<file path="config.mk">
export PLATFORM = sky130hd
export DESIGN_NAME = uart_rx_cfg
export DESIGN_NICKNAME = d
export VERILOG_FILES = /design/src/rtl/uart_rx_cfg.sv
export SDC_FILE = /design/constraint.sdc
export NUM_CORES = 1
export LEC_CHECK = 0
export CORE_MARGIN = 2
export CORE_UTILIZATION = 55
export DETAILED_ROUTE_END_ITERATION = 7
export GPL_TIMING_DRIVEN = 0
export HOLD_SLACK_MARGIN = 0.02
export PLACE_DENSITY = 0.75
export SLEW_MARGIN = 0
export SYNTH_ARGS = -nofsm -noshare
export SYNTH_HDL_FRONTEND = slang
export SYNTH_SLANG_ARGS = --single-unit
export TNS_END_PERCENT = 100
</file>
<file path="constraint.sdc">
create_clock -name clk -period 2.2 [get_ports clk]
set_input_delay 0.22 -clock clk [delete_from_list [all_inputs] [get_ports clk]]
set_output_delay 0.22 -clock clk [all_outputs]
set_load 0.03 [all_outputs]
</file>
<file path="src/rtl/uart_rx_cfg.sv">
// Configurable UART receiver: 5..9 data bits, optional odd/even parity, 1 or 2 stop bits,
// 3-sample majority vote per bit, and parity/framing/break flags reported with every frame.
module uart_rx_cfg #(
    parameter int unsigned CLK_FREQ  = 100_000_000,
    parameter int unsigned BAUD_RATE = 57_600,
    parameter int unsigned DATA_BITS = 8,
    parameter int unsigned PARITY    = 0,
    parameter int unsigned STOP_BITS = 1
) (
    input  logic                 clk,
    input  logic                 reset,
    input  logic                 rx,
    output logic                 data_valid,
    output logic [DATA_BITS-1:0] data,
    output logic                 parity_err,
    output logic                 frame_err,
    output logic                 break_det
);
    localparam int unsigned BAUD_CNT      = CLK_FREQ / BAUD_RATE;
    localparam int unsigned HALF_BAUD_CNT = BAUD_CNT / 2;
    localparam int unsigned CW            = $clog2(BAUD_CNT);
    localparam logic [CW-1:0] FULL_LAST   = CW'(BAUD_CNT - 1);
    localparam logic [CW-1:0] HALF_LAST   = CW'(HALF_BAUD_CNT - 1);
    localparam logic [3:0] DATA_LAST      = 4'(DATA_BITS - 1);
    localparam logic [3:0] STOP_LAST      = 4'(STOP_BITS - 1);

    typedef enum logic [2:0] {
        S_WAIT_HIGH, S_IDLE, S_START, S_DATA, S_PARITY, S_STOP, S_DONE
    } state_t;

    state_t               state_q, state_d;
    logic                 sync1_q, rx_s_q, rx_s_dly_q;
    logic [2:0]           win_q;
    logic [1:0]           warm_q;
    logic [CW-1:0]        cnt_q, cnt_d;
    logic                 hold_q, hold_d;
    logic [3:0]           bit_cnt_q, bit_cnt_d;
    logic [DATA_BITS-1:0] shreg_q, shreg_d;
    logic                 par_bit_q, par_bit_d;
    logic                 ferr_q, ferr_d;
    logic                 stop0_low_q, stop0_low_d;
    logic [DATA_BITS-1:0] data_q, data_d;
    logic                 perr_q, perr_d;
    logic                 frerr_q, frerr_d;
    logic                 brk_q, brk_d;
    logic                 dv_q, dv_d;

    logic maj, tick, counting, par_x, first_low;

    assign maj = (win_q[0] & win_q[1]) | (win_q[0] & win_q[2]) | (win_q[1] & win_q[2]);
    assign counting = (state_q == S_START) || (state_q == S_DATA) ||
                      (state_q == S_PARITY) || (state_q == S_STOP);
    assign tick = (state_q == S_START) ? (cnt_q == HALF_LAST)
                                       : (counting && !hold_q && cnt_q == FULL_LAST);
    assign par_x     = (^shreg_q) ^ par_bit_q;
    assign first_low = (bit_cnt_q == 4'd0) ? !maj : stop0_low_q;

    always_comb begin
        state_d     = state_q;
        cnt_d       = cnt_q;
        hold_d      = 1'b0;
        bit_cnt_d   = bit_cnt_q;
        shreg_d     = shreg_q;
        par_bit_d   = par_bit_q;
        ferr_d      = ferr_q;
        stop0_low_d = stop0_low_q;
        data_d      = data_q;
        perr_d      = perr_q;
        frerr_d     = frerr_q;
        brk_d       = brk_q;
        dv_d        = 1'b0;

        case (state_q)
            // warm_q keeps the reset value of the synchroniser from counting as a real high line
            S_WAIT_HIGH: if (warm_q[1] && rx_s_q) state_d = S_IDLE;
            S_IDLE: begin
                if (rx_s_dly_q && !rx_s_q) begin
                    state_d = S_START;
                    ferr_d  = 1'b0;
                end
            end
            S_START: if (tick) state_d = maj ? S_IDLE : S_DATA;
            S_DATA: begin
                if (tick) begin
                    shreg_d = {maj, shreg_q[DATA_BITS-1:1]};
                    if (bit_cnt_q == DATA_LAST) state_d = (PARITY != 0) ? S_PARITY : S_STOP;
                    else bit_cnt_d = bit_cnt_q + 4'd1;
                end
            end
            S_PARITY: begin
                if (tick) begin
                    par_bit_d = maj;
                    state_d   = S_STOP;
                end
            end
            S_STOP: begin
                if (tick) begin
                    if (!maj) ferr_d = 1'b1;
                    if (bit_cnt_q == 4'd0) stop0_low_d = !maj;
                    if (bit_cnt_q == STOP_LAST) begin
                        state_d = S_DONE;
                        dv_d    = 1'b1;
                        data_d  = shreg_q;
                        perr_d  = (PARITY == 1) ? !par_x : (PARITY == 2) ? par_x : 1'b0;
                        frerr_d = ferr_q | !maj;
                        brk_d   = (shreg_q == '0) && ((PARITY == 0) || !par_bit_q) && first_low;
                    end else begin
                        bit_cnt_d = bit_cnt_q + 4'd1;
                    end
                end
            end
            S_DONE:  state_d = rx_s_q ? S_IDLE : S_WAIT_HIGH;
            default: state_d = S_WAIT_HIGH;
        endcase

        // Each field after a tick spends one extra cycle at count 0, giving BAUD_CNT+1 cycles per bit
        if (state_d != state_q) begin
            cnt_d     = '0;
            bit_cnt_d = '0;
        end else if (counting) begin
            if (tick)         cnt_d = '0;
            else if (!hold_q) cnt_d = cnt_q + 1'b1;
        end
        hold_d = tick && ((state_d == S_DATA) || (state_d == S_PARITY) || (state_d == S_STOP));
    end

    always_ff @(posedge clk or posedge reset) begin
        if (reset) begin
            state_q     <= S_WAIT_HIGH;
            sync1_q     <= 1'b1;
            rx_s_q      <= 1'b1;
            rx_s_dly_q  <= 1'b1;
            win_q       <= 3'b111;
            warm_q      <= 2'b00;
            cnt_q       <= '0;
            hold_q      <= 1'b0;
            bit_cnt_q   <= '0;
            shreg_q     <= '0;
            par_bit_q   <= 1'b0;
            ferr_q      <= 1'b0;
            stop0_low_q <= 1'b0;
            data_q      <= '0;
            perr_q      <= 1'b0;
            frerr_q     <= 1'b0;
            brk_q       <= 1'b0;
            dv_q        <= 1'b0;
        end else begin
            state_q     <= state_d;
            sync1_q     <= rx;
            rx_s_q      <= sync1_q;
            rx_s_dly_q  <= rx_s_q;
            win_q       <= {win_q[1:0], rx_s_q};
            warm_q      <= {warm_q[0], 1'b1};
            cnt_q       <= cnt_d;
            hold_q      <= hold_d;
            bit_cnt_q   <= bit_cnt_d;
            shreg_q     <= shreg_d;
            par_bit_q   <= par_bit_d;
            ferr_q      <= ferr_d;
            stop0_low_q <= stop0_low_d;
            data_q      <= data_d;
            perr_q      <= perr_d;
            frerr_q     <= frerr_d;
            brk_q       <= brk_d;
            dv_q        <= dv_d;
        end
    end

    assign data_valid = dv_q;
    assign data       = data_q;
    assign parity_err = perr_q;
    assign frame_err  = frerr_q;
    assign break_det  = brk_q;
endmodule
</file>
==> results.md, run 1 <==
* Status: complete, no violations
* Starting Density at 0.586
* Latest clock arrival within the worst-skew pair at between 0.2 and 0.3 ns
* Synth Area in Adders at 0.0199
* Place WS at -0.0837 ns
* HP Class: input port to asynchronous set/reset pin
* Sinks on Clock Net at 46
* H-tree depth at 2
* Fin. Hold Viols at 0
* Ys flop type: dfrtp_1
* Minimum clock period at ~2.1 ns
* Final Power at between 2 and 2.5 mW
* Final setup TNS at 0 ns
* Netlist cell types at between 50 and 60
* Largest net degree at the start of global routing at 29
* Final Skew at between 0.006 and 0.007 ns
* Max Slew Vio Count at 0
* DR vias at 1782
* Worst Reg-to-Reg Cells at 8
* Largest family of logic cells by synthesized area: simple AND/OR/NAND/NOR gates
* Routability Congestion at between 0.9 and 1
* EDFF count, synth at 0
* Wire per inst at approximately 15 um
* P_leak at between 1 and 1.5 nW
* Max capacitance violation total at 0
* # diodes at 0
* Post-Route WL at between 4000 and 5000 um
* Startpoint types: flop
* Simple-Gate Fraction of Synth Area at 0.269
* Setup Viol. Count Final at 0
* Initial antenna violation count at 0
* CTS clk-pin slew, worst paths at 0.08 ns
* Share of flip-flops with an asynchronous set or reset at 1.00
* Die Area at just under 5000 um^2
* Pwr per Cell Area at about 700 nW/um^2
* Nets@finish at roughly 270
* Rows at 23
* Worst slew pin tran at roughly 0.76 ns
* Cell Area, Synth at 2390 um^2
* Post-synthesis sequential area ratio at 0.484
* Core Region at 4090 um^2
* Crit-path max cell delay at 0.54 ns
* Mux share of post-synthesis cell area at 0.0460
* Antenna viol nets, final at 0
* Clock tree buffer depth at 2
* Hold_buf cts at 0
* RSZ-0062 raised after global routing: true
* Relative slew slack at 0.488
* Gr usage total at 0.202
* R2R Path End: cnt_q[0]
* Worst path cell trace: inv_1 > ha_1 > or4bb_4 > nor4_4 > a311oi_1 > o221ai_2 > buf_6 > a211oi_1
* Die height at approximately 70 um
* DRC viols at 0
* FMAX at around 0.47 GHz
* Layout area overhead at 17.2%
* Crit share post-route at 0.977
* Crit Reg-Reg Startpoint: bit_cnt_q[1]
* Synth Instances at 233
* Crit path required time at ~2.4 ns
* Total gr overflow at 0
* Via density at about 5.7
* DR pass1 iterations at 4
* Syn Area/Cell at between 10 and 15 um^2
* 1st-iter DRT viols at around 110
* Vias in the first global route at 1657
* Final hold slack at 0.235 ns
* Total CTS buffers at 5
* Post-synthesis compound-gate area fraction at 0.109
* Syn_nets at roughly 240
* Global-route wire length before repair at 7980 um
* Clock root cell: clkbuf_8
* Worst-path fanout max at 10
* Reg-to-reg setup timing slack at between 0.05 and 0.06 ns
* Setup CP Type: flop to flop
* CTS tree: done
* DPL Wire Length at between 3000 and 4000 um
* Die W at roughly 70 um
* Xor and xnor area share after synthesis at 0.0293
* VDD IR-drop max at around 0.5 mV
* # IOs at 15
* Port Buffers at 13
* Min setup slack post-route at ~0.050 ns
* Arrival @ worst endpoint at 2.32 ns
* Crit-path slowest cell: or4bb_4
* CP Capture Type: flop
* Ys Warns at 0
* Ratio of cells with drive above 1 in the final layout at 0.204
* FF+latch count, synth at between 40 and 50
state kept, by name (all words and copies together), names as in the netlist, 2 cells and up:
name / cells
state_q: 3
shreg_q: 8
cnt_q: 11
win_q: 3
bit_cnt_q: 4
data: 8
warm_q: 2
report_power, final:
part	internal [mW]	switching [mW]	total (mW)	leakage, nW
registers	0.919	0.0807	0.999	0.599
logic	0.124	0.141	0.266	0.589
clock network	0.484	0.268	0.752	0.0714
total	1.53	0.490	2.02	1.26
worst max-delay path, delay by kind of cell (launching register included):
family | cells | cell delay (ns)
compound gates | 3 | 0.46
fa+ha+maj | 1 | 0.15
buf+inv | 2 | 0.26
flops | 1 | 0.42
simple gates | 2 | 0.73
routing by layer:
layer	part of all wire	wire length, um	track usage	vias to the layer above
met2	0.44	2030	0.306	34
met1	0.51	2340	0.301	857
met5	0	0	0	-
met3	0.039	180	0.0390	5
li1	-	-	-	886
met4	0.0087	40	0.0449	0
repair_timing:
action / 4_1_cts / 5_1_grt
gates cloned: 0 / 0
setup buffers: 2 / 3
pin swaps: 1 / 1
endpoints found under the setup margin: 10 / 22
hold endpoints to repair: 0 / 0
resized for setup: 0 / 7
cells in the final DEF (no fill, tap or decap), types with 2 or more instances in the layout:
cell type and instances:
nor2b_1 3, o21ai_0 10, nand2_1 37, buf_2 4, dfrtp_1 41, nor3_2 2
nor2_1 10, conb_1 2, bufinv_16 2, clkdlybuf4s50_1 13, xnor2_1 7, clkbuf_8 6
dfstp_2 5, or2_2 2, nor3_1 13, nor4_1 5, o211a_1 2, inv_1 6
a211oi_1 3, nand4bb_1 2, nand2b_1 5, nand4b_1 4, nand3b_1 4, o31ai_1 2
ha_1 3, mux2_2 8, a21oi_1 3, a311oi_1 2, mux2i_1 2, nand3_1 2
buf_6 2, nand4_1 3, buf_4 6, or3_1 3, a31oi_1 4, clkbuf_4 3
metrics by stage:
stage / instance area, um^2 / utilization / instances
floorplan: 2390 / - / 233
global placement: 2590 / 0.633 / 296
detailed placement: 2610 / 0.638 / 297
CTS: 2760 / 0.676 / 307
global route: 2810 / 0.686 / 310
finish: 2810 / 0.686 / 310
cell families after synthesis:
| kind of cell | Yosys count |
|---|---|
| mux | 10 |
| xor+xnor | 8 |
| compound gates | 36 |
| fa+ha+maj | 4 |
| buf+inv | 18 |
| flops | 46 |
| other cells | 2 |
| simple gates | 109 |
synthesized netlist by cell type, types with 3 or more instances:
| library cell | number | area share |
|---|---|---|
| nand3b_1 | 4 | 0.013 |
| xnor2_1 | 7 | 0.026 |
| inv_1 | 7 | 0.011 |
| dfstp_2 | 5 | 0.055 |
| a211oi_1 | 3 | 0.0094 |
| nand2_1 | 37 | 0.058 |
| nor2b_1 | 3 | 0.0078 |
| a31oi_1 | 4 | 0.010 |
| nor2_1 | 10 | 0.016 |
| ha_1 | 3 | 0.016 |
| nor4_1 | 5 | 0.013 |
| nor3_1 | 13 | 0.027 |
| o21ai_0 | 10 | 0.021 |
| dfrtp_1 | 41 | 0.43 |
| nand4b_1 | 4 | 0.015 |
| buf_2 | 7 | 0.015 |
| nand2b_1 | 5 | 0.013 |
| a21oi_1 | 3 | 0.0063 |
| mux2_2 | 8 | 0.038 |
| or3_1 | 3 | 0.0078 |
| nand4_1 | 3 | 0.0078 |
worst max-delay path by stage:
stage,depth (start not counted),slack (ns),start,endpoint
3_3_place_gp,8,-0.09,bit_cnt_q[0],cnt_q[0]
6_report,8,0.05,bit_cnt_q[1],cnt_q[0]
4_1_cts,8,0.005,bit_cnt_q[0],bit_cnt_q[0]
5_1_grt,8,-0.08,bit_cnt_q[1],cnt_q[1]
2_1_floorplan,8,0.19,bit_cnt_q[0],bit_cnt_q[0]
3_5_place_dp,8,-0.08,bit_cnt_q[0],cnt_q[0]
final cells by class:
class | count | area [um^2]
inverters | 7 | 26.3
fillers | 325 | 1280
clock buffers | 6 | 82.6
flip-flops and latches | 46 | 1160
plain buffers | 11 | 77.6
well taps | 50 | 62.6
repair buffers | 19 | 188
clock inverters | 2 | 60.1
multi-input cells | 169 | 1150
(Power assumes the default switching activity.)
==> inputs of run 2 (changes only) <==
DONT_BUFFER_PORTS = 1   (was not set)
PLACE_DENSITY = 0.7   (was 0.75)
==> run 2 against run 1 <==
Critical path depth shrank 3. Sequential share of layout area grew 1.6 points. Critical path type unchanged. Global-route usage grew 0.56 points. Critical endpoint is now state_q[1]. Largest cell class is now multi-input gates. Count of clock-buffer cells in the layout is the same. Total power shrank 12%.
==> results.md, run 2 (synthesis gave the netlist of run 1 again) <==
* CTS tree: done
* Total CTS buffers at 5 (unchanged)
* Nets@finish at 253 (-4.5%)
* Post-DP Area at 2480 um^2 (-5.0%)
* FMAX at 0.462 GHz (-0.77%)
* Most common cell after layout, fill and taps aside: dfrtp_1
* Commonest non-fill, non-tap cells in the layout: 41 x dfrtp_1, 37 x nand2_1, 11 x nor3_1, 10 x nor2_1, 10 x o21ai_0
* Antenna viol nets, final at 0 (unchanged)
* Placed cells at 284 (-4.4%)
* Latest clock arrival within the worst-skew pair at 0.30 ns (about the same)
* CP Capture Type: flop
* Minimum clock period at 2.17 ns (+0.0167 ns)
* Max Slew Vio Count at 0 (unchanged)
* DPL Wire Length at 3310 um (+3.7%)
* DR pass1 iterations at 4 (unchanged)
* Setup CP Type: flop to flop
* Layout area overhead at 12.9%
* Crit path required time at 2.36 ns (about the same)
* Starting Density at 0.586 (unchanged)
* Fillers at 344 (+5.8%)
* Routability Congestion at 0.872 (-5.2%)
* P_leak at 1.21 nW (-3.8%)
* # IOs at 15 (unchanged)
* VDD IR-drop max at 0.375 mV (-24%)
* Worst path cell trace: or3b_1 > buf_6 > or3_1 > o22ai_2 > o21ai_0
* Final Skew at 0.00763 ns (+0.00137 ns)
* Met3 routed WL at 167 um (-7.2%)
* Crit share post-route at 0.985 (+0.00758)
* Gr usage total at 0.207 (+0.00556)
* Worst-path fanout max at 10 (unchanged)
* Relative slew slack at 0.487 (-0.000643)
* Largest net degree at the start of global routing at 35 (+21%)
* Clock root cell: clkbuf_8
* # diodes at 0 (unchanged)
* Port Buffers at 0 (-13)
* Total gr overflow at 0 (unchanged)
* Post-Layout Cell Count at 298 (-3.9%)
* Crit-path slowest cell: or3_1
* Die height at 70.0 um (unchanged)
* Max capacitance violation total at 0 (unchanged)
* Setup Viol. Count Final at 0 (unchanged)
* DR vias at 1788 (+0.34%)
* Wire per inst at 15.9 um (+7.8%)
* RSZ-0062 raised after global routing: true
* Status: complete, no violations
* Arrival @ worst endpoint at 2.33 ns (about the same)
* Worst Reg-to-Reg Cells at 5 (-3)
* Via density at 6.00 (+4.4%)
* DRC viols at 0 (unchanged)
* Post-Route M1 WL at 2310 um (-1.2%)
* Ratio of cells with drive above 1 in the final layout at 0.238 (+0.0341)
* Clock tree buffer depth at 2 (unchanged)
* Startpoint types: flop
* Die Area at 4900 um^2 (unchanged)
* CTS clk-pin slew, worst paths at 0.08 ns (about the same)
* Pwr per Cell Area at 656 nW/um^2 (-8.8%)
* Rows at 23 (unchanged)
* H-tree depth at 2 (unchanged)
* Vias in the first global route at 1721 (+3.9%)
* Metal2 WL at 2190 um (+8.1%)
* Sinks on Clock Net at 46 (unchanged)
* Max reg flops at 11 (unchanged)
* Worst slew pin tran at 0.763 ns (+0.000957 ns)
* Largest Register: cnt_q
* HP Class: input port to asynchronous set/reset pin
* Fin area at 2700 um^2 (-3.7%)
* Post-Route WL at 4750 um (+3.6%)
* 1st-iter DRT viols at 111 (unchanged)
* Core Region at 4090 um^2 (unchanged)
* Initial antenna violation count at 0 (unchanged)
* Crit-path max cell delay at 0.45 ns (-0.09 ns)
* Die W at 70.0 um (unchanged)
* Fin. Hold Viols at 0 (unchanged)
* Global-route wire length before repair at 8130 um (+1.9%)
* Highest Signal Layer: met4
## run 2: cell count changes in the layout (fill, tap and decap cells not counted), sizes merged
cell,before,now
buf,13,15
bufinv,2,0
clkbuf,10,7
clkdlybuf4s50,13,0
clkinv,0,2
dlygate4sd3,0,2
## run 2: final timing paths
path / from / to / slack, ns
worst min-delay path: reset / cnt_q[10] / 0.32
worst max register to register: cnt_q[3] / state_q[1] / 0.03
worst max-delay path: cnt_q[3] / state_q[1] / 0.03
worst min register to register: sync1_q / rx_s_q / 0.36
max in group asynchronous: reset / win_q[0] / 1.34
min in group clk: sync1_q / rx_s_q / 0.36
## run 2: final cells by class
cell class	count	area, um^2	share of cell area
repair buffers	7	77.6	0.0287
flip-flops and latches	46	1160	0.428
plain buffers	11	78.8	0.0292
clock inverters	2	13.8	0.00509
clock buffers	6	72.6	0.0269
inverters	7	26.3	0.00972
well taps	50	62.6	0.0231
multi-input cells	169	1210	0.449
## run 2: layer usage
layer | vias up | track usage
li1 | 863 | -
met1 | 885 | 0.289
met2 | 33 | 0.323
met3 | 7 | 0.0433
met4 | 0 | 0.0705
met5 | - | 0
## run 2: worst max-delay path, delay by kind of cell (launching register included)
kind	cells	cell delay, ns
simple gates	2	0.88
buf+inv	1	0.18
flops	1	0.44
compound gates	2	0.54
## run 2: timing repair
item / CTS / global route
gates cloned: 0 / 1
resized for setup: 1 / 24
endpoints found under the hold margin: 13 / 0
pin swaps: 1 / 4
endpoints found under the setup margin: 11 / 25
hold buffers: 2 / 0
buffers inserted: 1 / 2
## run 2: per-stage QoR
stage                     hold slack, ns  setup TNS (ns)  setup WS, ns   util  power (mW)
after global routing               0.334          -0.372       -0.0581  0.661        1.86
after detailed placement          0.0761           -1.03        -0.110  0.606        1.27
after CTS                          0.326               0        0.0139  0.634        1.78
after global placement             0.225          -0.958        -0.105  0.601        1.26
final                              0.323               0        0.0337  0.661        1.77
after floorplan                    0.224               0         0.185      -        1.21
## run 2: report_power, final
part           leakage [nW]  switching [mW]  internal [mW]
Sequential            0.599          0.0817          0.919
Clock                0.0452           0.279          0.224
Combinational         0.568           0.143          0.126
Total                  1.21           0.504           1.27
==> inputs of run 3 (changes only) <==
ABC_CLOCK_PERIOD_IN_PS = 2200   (was not set)
SETUP_SLACK_MARGIN = 0.1   (was not set)
==> run 3 against run 2 <==
Hold slack got worse by 0.0050 ns. Sequential power barely moved. Total power rose by 3.8%.
==> results.md, run 3 (synthesis gave the netlist of run 1 again) <==
* Latest clock arrival within the worst-skew pair at 0.30 ns (about the same)
* CP Launch Point: cnt_q[3]
* DRC viols at 0 (unchanged)
* Status: complete, no violations
* Worst Reg-to-Reg Cells at 6 (+1)
* Place WS at -0.110 ns (unchanged)
* CTS tree: done
* HP Class: input port to asynchronous set/reset pin
* DPL Wire Length at 3310 um (unchanged)
* Min setup slack post-route at 0.109 ns (+0.0756 ns)
* Ratio of cells with drive above 1 in the final layout at 0.266 (+0.0280)
* Setup CP Type: flop to flop
* Fin. Hold Viols at 0 (unchanged)
* Port Buffers at 0 (unchanged)
* Max reg flops at 11 (unchanged)
* Minimum clock period at 2.09 ns (-0.0756 ns)
* Nets@finish at 257 (+1.6%)
* Post-Layout Cell Count at 302 (+1.3%)
* CTS clk-pin slew, worst paths at 0.09 ns (about the same)
* Die W at 70.0 um (unchanged)
* RSZ-0062 raised after global routing: true
* Worst path cell trace: or3b_4 > buf_8 > a2111oi_0 > a21oi_2 > o211ai_1 > a311oi_1
* Relative slew slack at 0.495 (+0.00730)
* Total CTS buffers at 5 (unchanged)
* Startpoint types: flop
* Largest Register: cnt_q
* CP Depth at 6 (+1)
* FMAX at 0.478 GHz (+3.6%)
* Placed cells at 284 (unchanged)
* Largest net degree at the start of global routing at 35 (unchanged)
* Max capacitance violation total at 0 (unchanged)
* Crit Reg-Reg Startpoint: cnt_q[3]
* Most common cell after layout, fill and taps aside: dfrtp_1
* Crit-path max cell delay at 0.56 ns (+0.11 ns)
* 1st-iter DRT viols at 115 (+3.6%)
* Initial antenna violation count at 0 (unchanged)
* Setup Viol. Count Final at 0 (unchanged)
* Worst slew pin tran at 0.752 ns (-0.0109 ns)
* P_leak at 1.25 nW (+3.3%)
* Pwr per Cell Area at 669 nW/um^2 (+1.9%)
* # IOs at 15 (unchanged)
* Crit path required time at 2.37 ns (about the same)
* Gr usage total at 0.213 (+0.00581)
* Crit share post-route at 0.950 (-0.0343)
* DR pass1 iterations at 4 (unchanged)
* H-tree depth at 2 (unchanged)
* Die Area at 4900 um^2 (unchanged)
* Wire per inst at 16.0 um (+0.44%)
* Arrival @ worst endpoint at 2.27 ns (-0.06 ns)
* Reg-to-reg setup timing slack at 0.11 ns (+0.08 ns)
* Via density at 6.02 (+0.28%)
* Rows at 23 (unchanged)
* Starting Density at 0.586 (unchanged)
* CP Capture Type: flop
* Layout area overhead at 15.0%
* Die height at 70.0 um (unchanged)
* Max Slew Vio Count at 0 (unchanged)
* Commonest non-fill, non-tap cells in the layout: 39 x dfrtp_1, 37 x nand2_1, 13 x nor3_1
* Clock tree buffer depth at 2 (unchanged)
* DR vias at 1817 (+1.6%)
* Global-route wire length before repair at 8360 um (+2.8%)
* Crit-path slowest cell: a2111oi_0
* Clock root cell: clkbuf_8
* Antenna viol nets, final at 0 (unchanged)
* Vias in the first global route at 1754 (+1.9%)
* Sinks on Clock Net at 46 (unchanged)
* CP Buf/Inv Count at 1 (unchanged)
* Fillers at 333 (-3.2%)
* Core Region at 4090 um^2 (unchanged)
* # diodes at 0 (unchanged)
* VDD IR-drop max at 0.394 mV (+5.2%)
* Final Skew at 0.00928 ns (+0.00165 ns)
* Post-Route WL at 4830 um (+1.8%)
* Worst-path fanout max at 10 (unchanged)
* Routability Congestion at 0.872 (unchanged)
* CP top delay family: compound AO/OA/AOI/OAI gates
* Total gr overflow at 0 (unchanged)
run 3: changes by cell type in the layout (fill, tap and decap cells not counted), sizes merged:
cell | before | now
buf | 15 | 19
run 3: layout make-up:
| class | count | area (um^2) | share of cell area |
|---|---|---|---|
| multi-input cells | 169 | 1230 | 0.449 |
| flip-flops and latches | 46 | 1160 | 0.421 |
| repair buffers | 11 | 100 | 0.0364 |
| plain buffers | 11 | 82.6 | 0.0300 |
| clock buffers | 6 | 72.6 | 0.0264 |
| well taps | 50 | 62.6 | 0.0227 |
| inverters | 7 | 26.3 | 0.00955 |
| clock inverters | 2 | 13.8 | 0.00500 |
run 3: worst reg2reg max path, stage by stage (launching register included):
cell and delay (ns):
dfrtp_1 0.42, or3b_4 0.42, buf_8 0.16, a2111oi_0 0.56, a21oi_2 0.16, o211ai_1 0.14, a311oi_1 0.11
run 3: metal layers:
| metal | wire length, um | track usage | share of wire | vias to the layer above |
|---|---|---|---|---|
| met3 | 165 | 0.0433 | 0.034 | 8 |
| met1 | 2340 | 0.291 | 0.48 | 896 |
| met2 | 2250 | 0.340 | 0.47 | 42 |
| met4 | 80 | 0.0705 | 0.017 | 0 |
| li1 | - | - | - | 871 |
| met5 | 0 | 0 | 0 | - |
run 3: power by group:
part / internal, mW / switching [mW]
clock network: 0.224 / 0.281
registers: 0.922 / 0.0902
logic: 0.166 / 0.157
run 3: final timing paths:
| kind | endpoint |
|---|---|
| max | cnt_q[7] |
| min | cnt_q[1] |
| max reg2reg | cnt_q[7] |
| min reg2reg | rx_s_q |
| max in group asynchronous | win_q[2] |
| min in group clk | rx_s_q |
run 3: stage by stage:
stage / hold WS [ns] / area [um^2] / utilization / TNS (ns) / power [mW]
2_1_floorplan: 0.224 / 2390 / - / 0 / 1.21
3_3_place_gp: 0.225 / 2460 / 0.601 / -0.958 / 1.26
3_5_place_dp: 0.0761 / 2480 / 0.606 / -1.03 / 1.27
4_1_cts: 0.326 / 2650 / 0.648 / 0 / 1.78
5_1_grt: 0.334 / 2750 / 0.674 / 0 / 1.93
6_report: 0.318 / 2750 / 0.674 / 0 / 1.84
run 3: timing repair:
| action | in CTS | in global routing |
|---|---|---|
| setup endpoints to repair | 16 | 27 |
| endpoints found under the hold margin | 13 | 0 |
| hold buffers | 2 | 0 |
| buffers inserted | 4 | 4 |
| pin swaps | 4 | 6 |
| resized for setup | 8 | 18 |
| gates cloned | 0 | 0 |
